**src/rtl/burst_local_bridge_pkg.sv**
```systemverilog
// Shared types and constants for the burst-to-local-interface bridge.
package burst_local_bridge_pkg;

    localparam int unsigned LocalBurstDflt = 4;
    localparam int unsigned LenW           = 10;

    typedef enum logic [2:0] {
        StIdle,
        StWr,
        StRdCmd,
        StRdWait,
        StDone
    } state_e;

endpackage

```
**src/rtl/burst_chunk_cnt.sv**
```systemverilog
// Splits a user burst into local chunks: tracks words issued and the base of the current chunk.
module burst_chunk_cnt
    import burst_local_bridge_pkg::*;
#(
    parameter int unsigned LOCAL_BURST = LocalBurstDflt
) (
    input  logic            clk,
    input  logic            rst_n,
    input  logic            clear,
    input  logic [LenW-1:0] len,
    input  logic            step_beat,
    input  logic            step_chunk,
    output logic [LenW-1:0] issued,
    output logic [3:0]      chunk_size,
    output logic            first_beat,
    output logic            last_beat,
    output logic            last_chunk
);

    logic [LenW-1:0] issued_q, base_q;
    logic [LenW-1:0] remaining, chunk_w, issued_inc;

    // Chunk size is derived from the chunk base so it stays constant across the chunk's beats.
    assign remaining  = len - base_q;
    assign chunk_w    = (remaining > LenW'(LOCAL_BURST)) ? LenW'(LOCAL_BURST) : remaining;
    assign chunk_size = chunk_w[3:0];
    assign issued_inc = issued_q + LenW'(1);
    assign first_beat = (issued_q == base_q);
    assign last_beat  = (issued_inc == len);
    assign last_chunk = (remaining <= LenW'(LOCAL_BURST));
    assign issued     = issued_q;

    always_ff @(posedge clk or negedge rst_n) begin
        if (!rst_n) begin
            issued_q <= '0;
            base_q   <= '0;
        end else if (clear) begin
            issued_q <= '0;
            base_q   <= '0;
        end else if (step_beat) begin
            issued_q <= issued_inc;
            if (issued_inc == base_q + chunk_w) begin
                base_q <= issued_inc;
            end
        end else if (step_chunk) begin
            issued_q <= issued_q + chunk_w;
            base_q   <= base_q + chunk_w;
        end
    end

endmodule

```
**src/rtl/burst_local_bridge.sv**
```systemverilog
// Executes user write/read bursts on the DDR2 PHY local interface, chunked to LOCAL_BURST beats
// with round-robin arbitration between write and read requests.
module burst_local_bridge
    import burst_local_bridge_pkg::*;
#(
    parameter int unsigned ADDR_W      = 25,
    parameter int unsigned DATA_W      = 32,
    parameter int unsigned LOCAL_BURST = LocalBurstDflt
) (
    input  logic                phy_clk,
    input  logic                rst_n,
    input  logic                local_init_done,
    input  logic                wr_burst_req,
    input  logic [ADDR_W-1:0]   wr_burst_addr,
    input  logic [LenW-1:0]     wr_burst_len,
    output logic                wr_burst_data_req,
    input  logic [DATA_W-1:0]   wr_burst_data,
    output logic                wr_burst_finish,
    input  logic                rd_burst_req,
    input  logic [ADDR_W-1:0]   rd_burst_addr,
    input  logic [LenW-1:0]     rd_burst_len,
    output logic                rd_burst_data_valid,
    output logic [DATA_W-1:0]   rd_burst_data,
    output logic                rd_burst_finish,
    input  logic                local_ready,
    output logic [ADDR_W-1:0]   local_address,
    output logic [3:0]          local_size,
    output logic                local_burstbegin,
    output logic                local_write_req,
    output logic                local_read_req,
    output logic [DATA_W-1:0]   local_wdata,
    output logic [DATA_W/8-1:0] local_be,
    input  logic [DATA_W-1:0]   local_rdata,
    input  logic                local_rdata_valid
);

    state_e            state_q;
    logic [ADDR_W-1:0] addr_q;
    logic [LenW-1:0]   len_q, returned_q, issued, req_len;
    logic              cur_wr_q, last_wr_q, wr_finish_q, rd_finish_q, rd_valid_q;
    logic [DATA_W-1:0] rd_data_q;
    logic [3:0]        chunk_size;
    logic              first_beat, last_beat, last_chunk;
    logic              accept, pick_wr, step_beat, step_chunk, in_wr, in_rd_cmd, rd_active;
    logic              rd_beat;

    assign in_wr      = (state_q == StWr);
    assign in_rd_cmd  = (state_q == StRdCmd);
    assign rd_active  = in_rd_cmd || (state_q == StRdWait);
    assign rd_beat    = local_rdata_valid && rd_active;
    assign accept     = (state_q == StIdle) && local_init_done && (wr_burst_req || rd_burst_req);
    // Write wins unless both are pending and write was the last one served.
    assign pick_wr    = wr_burst_req && (!rd_burst_req || !last_wr_q);
    assign req_len    = pick_wr ? wr_burst_len : rd_burst_len;
    assign step_beat  = in_wr && local_ready;
    assign step_chunk = in_rd_cmd && local_ready;

    burst_chunk_cnt #(
        .LOCAL_BURST(LOCAL_BURST)
    ) u_chunk_cnt (
        .clk        (phy_clk),
        .rst_n      (rst_n),
        .clear      (accept),
        .len        (len_q),
        .step_beat  (step_beat),
        .step_chunk (step_chunk),
        .issued     (issued),
        .chunk_size (chunk_size),
        .first_beat (first_beat),
        .last_beat  (last_beat),
        .last_chunk (last_chunk)
    );

    assign wr_burst_data_req   = step_beat;
    assign wr_burst_finish     = wr_finish_q;
    assign rd_burst_finish     = rd_finish_q;
    assign rd_burst_data_valid = rd_valid_q;
    assign rd_burst_data       = rd_data_q;
    assign local_write_req     = in_wr;
    assign local_read_req      = in_rd_cmd;
    assign local_wdata         = in_wr ? wr_burst_data : '0;
    assign local_burstbegin    = (in_wr && first_beat) || in_rd_cmd;
    assign local_address       = local_burstbegin ? addr_q + ADDR_W'(issued) : '0;
    assign local_size          = (in_wr || in_rd_cmd) ? chunk_size : '0;
    assign local_be            = '1;

    always_ff @(posedge phy_clk or negedge rst_n) begin
        if (!rst_n) begin
            state_q     <= StIdle;
            addr_q      <= '0;
            len_q       <= '0;
            returned_q  <= '0;
            cur_wr_q    <= 1'b0;
            last_wr_q   <= 1'b0;
            wr_finish_q <= 1'b0;
            rd_finish_q <= 1'b0;
            rd_valid_q  <= 1'b0;
            rd_data_q   <= '0;
        end else begin
            wr_finish_q <= 1'b0;
            rd_finish_q <= 1'b0;
            rd_valid_q  <= rd_beat;
            if (rd_beat) begin
                rd_data_q  <= local_rdata;
                returned_q <= returned_q + LenW'(1);
            end
            unique case (state_q)
                StIdle: begin
                    if (accept) begin
                        cur_wr_q   <= pick_wr;
                        addr_q     <= pick_wr ? wr_burst_addr : rd_burst_addr;
                        len_q      <= req_len;
                        returned_q <= '0;
                        if (req_len == '0) begin
                            state_q     <= StDone;
                            wr_finish_q <= pick_wr;
                            rd_finish_q <= !pick_wr;
                        end else begin
                            state_q <= pick_wr ? StWr : StRdCmd;
                        end
                    end
                end
                StWr: begin
                    if (step_beat && last_beat) begin
                        state_q     <= StDone;
                        wr_finish_q <= 1'b1;
                    end
                end
                StRdCmd: begin
                    if (step_chunk && last_chunk) begin
                        state_q <= StRdWait;
                    end
                end
                StRdWait: begin
                    // The last beat is already on rd_burst_data when the count reaches len.
                    if (returned_q == len_q) begin
                        state_q     <= StDone;
                        rd_finish_q <= 1'b1;
                    end
                end
                StDone: begin
                    last_wr_q <= cur_wr_q;
                    state_q   <= StIdle;
                end
                default: state_q <= StIdle;
            endcase
        end
    end

endmodule

```
**config.mk**
```make
export PLATFORM = sky130hd
export DESIGN_NAME = burst_local_bridge
export DESIGN_NICKNAME = d
export VERILOG_FILES = /design/src/rtl/burst_local_bridge_pkg.sv /design/src/rtl/burst_chunk_cnt.sv /design/src/rtl/burst_local_bridge.sv
export SDC_FILE = /design/constraint.sdc
export NUM_CORES = 1
export LEC_CHECK = 0
export BUFFER_PORTS_ARGS = -buffer_cell sky130_fd_sc_hd__buf_2
export CORE_UTILIZATION = 48
export CTS_BUF_LIST = sky130_fd_sc_hd__clkbuf_2 sky130_fd_sc_hd__clkbuf_4 sky130_fd_sc_hd__clkbuf_8
export DETAILED_ROUTE_END_ITERATION = 8
export GPL_TIMING_DRIVEN = 0
export HOLD_SLACK_MARGIN = 0.03
export PLACE_DENSITY = 0.91
export REMOVE_ABC_BUFFERS = 1
export SLEW_MARGIN = 20
export SYNTH_ARGS = -nofsm -noshare
export SYNTH_HDL_FRONTEND = slang
export SYNTH_SLANG_ARGS = --single-unit
```
**constraint.sdc**
```tcl
create_clock -name phy_clk -period 5.5 [get_ports phy_clk]
set_input_delay 0.275 -clock phy_clk [delete_from_list [all_inputs] [get_ports phy_clk]]
set_output_delay 0.275 -clock phy_clk [all_outputs]
set_load 0.1 [all_outputs]
```
## Word-level counts from Yosys, hierarchy flattened

Cells that the tools add are included.
W data, S select, Z words.

- Register bits: 105
- Output and inout bits: 104
- Logic and storage cells: 87

- Add/sub/neg operators: 6
- Order comparisons: 2
- Equal/unequal tests: 13
- Mux-type cells: 31
- Reductions and logical operators: 23

Operators with widths:

| operator | count |
|---|---|
| $mux W10 | 12 |
| $mux W25 | 2 |
| $eq A10 B10 Y1 | 4 |
| $mux W32 | 1 |
| $add A25 B10 Y25 | 1 |
| $add A10 B1 Y10 const B | 2 |
| $add A10 B10 Y10 | 2 |
| $mux W3 | 5 |
| $pmux W3 S4 | 1 |
| $gt A10 B3 Y1 const B | 1 |
| $le A10 B3 Y1 const B | 1 |
| $logic_not A10 Y1 | 1 |
| $sub A10 B10 Y10 | 1 |
| $logic_and A1 B1 Y1 | 9 |
| $eq A3 B2 Y1 const B | 2 |
| $mux W1 | 6 |
| $ne A2 B1 Y1 const B | 3 |
| $logic_or A1 B1 Y1 | 5 |
| $mux W4 | 1 |
| $pmux W1 S2 | 2 |
| $reduce_and A2 Y1 | 2 |
| $reduce_and A4 Y1 | 1 |
| $eq A3 B1 Y1 const B | 1 |
| $eq A3 B3 Y1 const B | 1 |
| 6 further kinds | 8 |

## Longest topological paths before layout

- Word-level depth: 8
- Gate-level depth with buffers: 22
- Depth with buffers taken out: 22

## Cells and area by module

From an unflattened synthesis, not the netlist that was laid out.

- Cell total of the unflattened synthesis: 855
- Area, all modules: 7875.1 um^2

By module, submodules not included:

| module | times used | cells each | area each (um^2) | seq. area each (um^2) |
|---|---|---|---|---|
| burst_local_bridge | 1 | 544 | 5285.1 | 2127.0 |
| burst_chunk_cnt | 1 | 311 | 2590.0 | 500.5 |

## Worst setup path after synthesis

No wires, ideal clock.

- Path kind: register to register
- Start: register len_q[0]
- End: register u_chunk_cnt.base_q[0]
- Setup time: 0.125 ns
- Arrival time: 5.494 ns
- Slack: -0.119 ns
- Stages on the path, launching flop included: 23
- Period minus slack after synthesis: 5.619 ns
- Path through: dfrtp_1 -> inv_1 -> ha_1 -> inv_1 -> fa_1 -> a21o_1 -> a211o_1 -> a2111oi_0 -> nor3_1 -> xor2_1 -> nor4_1 -> nor2b_1 -> ha_1 -> inv_1 -> fa_1 -> nor2b_1 -> o31a_1 -> nor2_1 -> xnor2_1 -> xnor2_1 -> or4_4 -> o41ai_4 -> mux2_2

- Word-level cells in the longest chain between the ends: 7
- Elaborated cells on any way between the ends: 10
- Those cells by class: add/sub (2); order compare (1); eq/ne (2); mux (4); reduce/logical (1)

RTL lines:

| element | RTL line | text |
|---|---|---|
| from (decl) | burst_local_bridge.sv:39 | `logic [LenW-1:0] len_q, returned_q, issued, req_len;` |
| from (signal assigned) | burst_local_bridge.sv:112 | `len_q <= req_len;` |
| $sub A10 B10 Y10 (*) | burst_chunk_cnt.sv:24 | `assign remaining = len - base_q;` |
| $gt A10 B3 Y1 | burst_chunk_cnt.sv:25 | `assign chunk_w = (remaining > LenW'(LOCAL_BURST)) ? LenW'(LOCAL_BURST) : remaining;` |
| $mux W10 (*) | burst_chunk_cnt.sv:25 |  |
| $add A10 B10 Y10 (*) | burst_chunk_cnt.sv:42, burst_chunk_cnt.sv:47 |  |
| $eq A10 B10 Y1 / $mux W10 (equally long branches) | burst_chunk_cnt.sv:42, burst_chunk_cnt.sv:45 |  |
| $ne A3 B2 Y1 (no line) / $mux W10 (equally long branches) | n/a |  |
| $reduce_and A2 Y1 (no line) / $mux W10 (equally long branches) | n/a |  |
| to (signal assigned) | burst_chunk_cnt.sv:43 | `base_q <= issued_inc;` |
| to (signal assigned) | burst_chunk_cnt.sv:47 | `base_q <= base_q + chunk_w;` |
| to (decl) | burst_chunk_cnt.sv:20 | `logic [LenW-1:0] issued_q, base_q;` |

Mark *: on every way between the ends. The rest lies on a longest branch, timed or not. The select of a mux whose other input is x is not followed.
A chain may end at the register's enable or synchronous reset.

## Worst setup path in the final report

- Start: register u_chunk_cnt.base_q[1]
- End: register u_chunk_cnt.base_q[7]

- Word-level cells in the longest chain between the ends: 7
- Elaborated cells on any way between the ends: 10
- Those cells by class: add/sub (2); order compare (1); eq/ne (2); mux (4); reduce/logical (1)

RTL lines:

| element | RTL line |
|---|---|
| $sub A10 B10 Y10 | burst_chunk_cnt.sv:24 |
| $gt A10 B3 Y1 | burst_chunk_cnt.sv:25 |
| $mux W10 | burst_chunk_cnt.sv:25 |
| $add A10 B10 Y10 (*) | burst_chunk_cnt.sv:42, burst_chunk_cnt.sv:47 |
| $eq A10 B10 Y1 / $mux W10 (equally long branches) | burst_chunk_cnt.sv:42, burst_chunk_cnt.sv:45 |
| $ne A3 B2 Y1 (no line) / $mux W10 (equally long branches) | n/a |
| $reduce_and A2 Y1 (no line) / $mux W10 (equally long branches) | n/a |

Marks and branches as above.

==> flow_summary.json <==
{
  "required_ns": 5.78,
  "ys_warn_count": 0,
  "start_util_pct": 49.59,
  "rows": 45,
  "gr-usage-met2_pct": 47.57,
  "io_buffer_count": 239,
  "wl_per_cell_um": 18.42,
  "hold_path.class": "in -> reg",
  "vias": 7995,
  "synthCells": 907,
  "critPathMaxStageDelay_ns": 0.54,
  "gr-usage-met3_pct": 5.217,
  "viasPerCell": 5.861,
  "coreArea_um2": 15370,
  "cts_root_buf": "clkbuf_8",
  "max_cap_viol_count": 0,
  "timing.rr.start": "u_chunk_cnt.base_q[1]$_DFFE_PN0P_",
  "fp.dieArea_um2": 16390,
  "synth_area_um2": 7622,
  "drive_gt1_share_pct": 29.25,
  "ys_seq_area_share_pct": 34.47,
  "numCtsBuffers": 9,
  "utilization_pct": 62.58,
  "nets": 1329,
  "finalClockSkew_ns": 0.01326,
  "grtUsageTotal_pct": 28.22,
  "critPathLaunchType": "flop",
  "io-pin-count": 245,
  "hpwl_um": 16080,
  "max_freq_ghz": 0.1795,
  "grt.met1_usage_pct": 33.97,
  "ant_nets": 0,
  "first_global_vias": 7508,
  "wl_um": 25130,
  "path_class": "reg -> reg",
  "outcome": "complete, but fails checks",
  "clk_latency_ns": 0.40,
  "clkSinkCount": 105,
  "slew_violations": 0,
  "async_reset_ff_share_pct": 100.0,
  "drc": 0,
  "path_clk_slew_ns": 0.12,
  "crit_fanout": 4,
  "drt_pass1_iterations": 8,
  "gp_congestion": 0.9225,
  "cts_tree": "done",
  "h-tree-depth": 3,
  "fin_ws_ns": -0.07059,
  "die_y_um": 128.0,
  "hp-start": "local_rdata[23]",
  "max_slew.worst_pin.slew_ns": 1.085,
  "syn_avg_cell_area_um2": 8.404,
  "grt_remaining_overflow": 0,
  "violations": "setup timing",
  "clockBufferDepth": 2,
  "synth_ff_type": "dfrtp_1",
  "worstPathCellList": "inv_1, fa_2, a21o_1, a211o_1, a21oi_2, xor2_1, nand3_1, nor4_4, buf_4, nand2_1, ha_4, o21ai_2, o21bai_2, nand2_1, xnor2_1, and2_2, or4_4, o41ai_4, buf_4, mux2_2",
  "die_w_um": 128.0,
  "drt-initial-drc-count": 729,
  "post-route-min-period_ns": 5.571,
  "grt_pass1_wl_um": 36430,
  "area_growth_pct": 26.20,
  "antenna_found_initial": 1,
  "slowest_stage": "or4_4",
  "crit_start": "u_chunk_cnt.base_q[1]$_DFFE_PN0P_",
  "endpoint_kind": "flop",
  "period_share_pct": 101.3,
  "setup_violations": 7,
  "synth_edf_count": 0,
  "ys_types": 62,
  "synth_seq_cells": 105,
  "hold_viol_final": 0,
  "relSlewSlack_pct": 27.52,
  "crit_arrival_ns": 5.85,
  "grt_max_degree": 79,
  "grt.busiest_layer": "met2"
}
per-stage QoR:
step	std cells	TNS (ns)	instance area (um^2)	setup WS [ns]	hold slack, ns
detailed placement	1325	-10.39	9049	-1.138	0.1687
finish	1364	-0.3541	9619	-0.07059	0.06127
global route	1364	-1.827	9619	-0.2444	0.04010
CTS	1353	0	9447	0.001357	0.03759
floorplan	869	-82.26	7438	-2.460	-0.02059
global placement	1319	-10.56	8899	-0.9404	0.4526
layout make-up:
class                           instances  area (um^2)
Antenna cell                            1        2.502
Clock buffer                            9        123.9
Clock inverter                          7        77.57
Fill cell                            1191         5752
Inverter                               34        127.6
Multi-Input combinational cell        730         4908
Sequential cell                       105         2629
Tap cell                              211        264.0
Timing Repair Buffer                  267         1486
routing by layer:
layer	up-vias	wire length [um]
met5	-	0
met4	0	1673
met3	158	2066
met2	497	11960
met1	3743	9434
li1	3597	-
timing repair:
item | 4_1_cts | 5_1_grt
pin swaps | 16 | 24
buffers inserted | 11 | 10
gates resized for setup | 24 | 17
endpoints found under the setup margin | 10 | 10
hold buffers | 1 | 0
hold endpoints to repair | 27 | 0
gates cloned | 0 | 0
registers in the layout, summed over array words and instances, names as in the netlist, 3 cells and up:
name                count
u_chunk_cnt.issued     10
state_q                 3
u_chunk_cnt.base_q     10
returned_q             10
addr_q                 25
rd_burst_data          32
len_q                  10
cell families after synthesis:
group                    after synthesis  share of synthesized area (%)
buffers and inverters                 85                          4.727
AO/OA/AOI/OAI                        174                          15.46
adder cells (fa/ha/maj)               41                          7.124
other                                  2                        0.09853
XOR/XNOR                              93                          10.88
AND/OR/NAND/NOR                      383                          23.97
flip-flops                           105                          34.47
multiplexers                          24                          3.267
cells in the mapped netlist (12+ instances only):
| cell | instances | area [um^2] |
|---|---|---|
| nand3_1 | 20 | 100.1 |
| nand2_1 | 150 | 563.0 |
| nor3_1 | 20 | 100.1 |
| xor2_1 | 24 | 210.2 |
| mux2i_1 | 17 | 170.2 |
| a21oi_1 | 42 | 210.2 |
| a221o_1 | 24 | 240.2 |
| ha_1 | 37 | 462.9 |
| nor2_1 | 72 | 270.3 |
| inv_1 | 34 | 127.6 |
| clkbuf_1 | 37 | 138.9 |
| xnor2_1 | 67 | 586.8 |
| o21ai_0 | 45 | 225.2 |
| a21o_1 | 12 | 90.09 |
| and2_1 | 37 | 231.5 |
| and3_1 | 34 | 212.7 |
| dfrtp_1 | 105 | 2628 |
cell usage in the layout (no fill, tap or decap), drive strengths merged, types with 5 or more instances in the layout:
master  count
a211oi      5
a21o       12
a21oi      42
a221o      24
and2       38
and3       34
buf       266
clkbuf      9
conb       15
dfrtp     105
ha         37
inv        38
mux2        7
mux2i      17
nand2     150
nand3      21
nand4       9
nor2       72
nor2b       9
nor3       20
nor4        8
o21a        7
o21ai      47
o21bai      5
or3         8
xnor2      69
xor2       24
final timing paths:
| check | cells past startpoint | slack, ns | end |
|---|---|---|---|
| worst min-delay path | 3 | 0.06 | rd_burst_data[23]$_DFFE_PN0P_ |
| max in group asynchronous | 3 | 4.50 | addr_q[5]$_DFFE_PN0P_ |
| worst min register to register | 2 | 0.48 | rd_burst_data[25]$_DFFE_PN0P_ |
| worst max register to register | 20 | -0.07 | u_chunk_cnt.base_q[7]$_DFFE_PN0P_ |
| min in group asynchronous | 2 | 0.31 | len_q[3]$_DFFE_PN0P_ |
| worst max-delay path | 20 | -0.07 | u_chunk_cnt.base_q[7]$_DFFE_PN0P_ |
critical path, delay by kind of cell (launching register included):
kind | cells | cell delay (ns)
multiplexers | 1 | 0.33
AO/OA/AOI/OAI | 6 | 1.32
AND/OR/NAND/NOR | 6 | 1.52
adder cells (fa/ha/maj) | 2 | 0.76
buffers and inverters | 3 | 0.58
XOR/XNOR | 2 | 0.43
flip-flops | 1 | 0.51
Power is left out: the tool's default activity adds up to more than one toggle a clock period on the data nets, which glitch-free logic cannot reach.
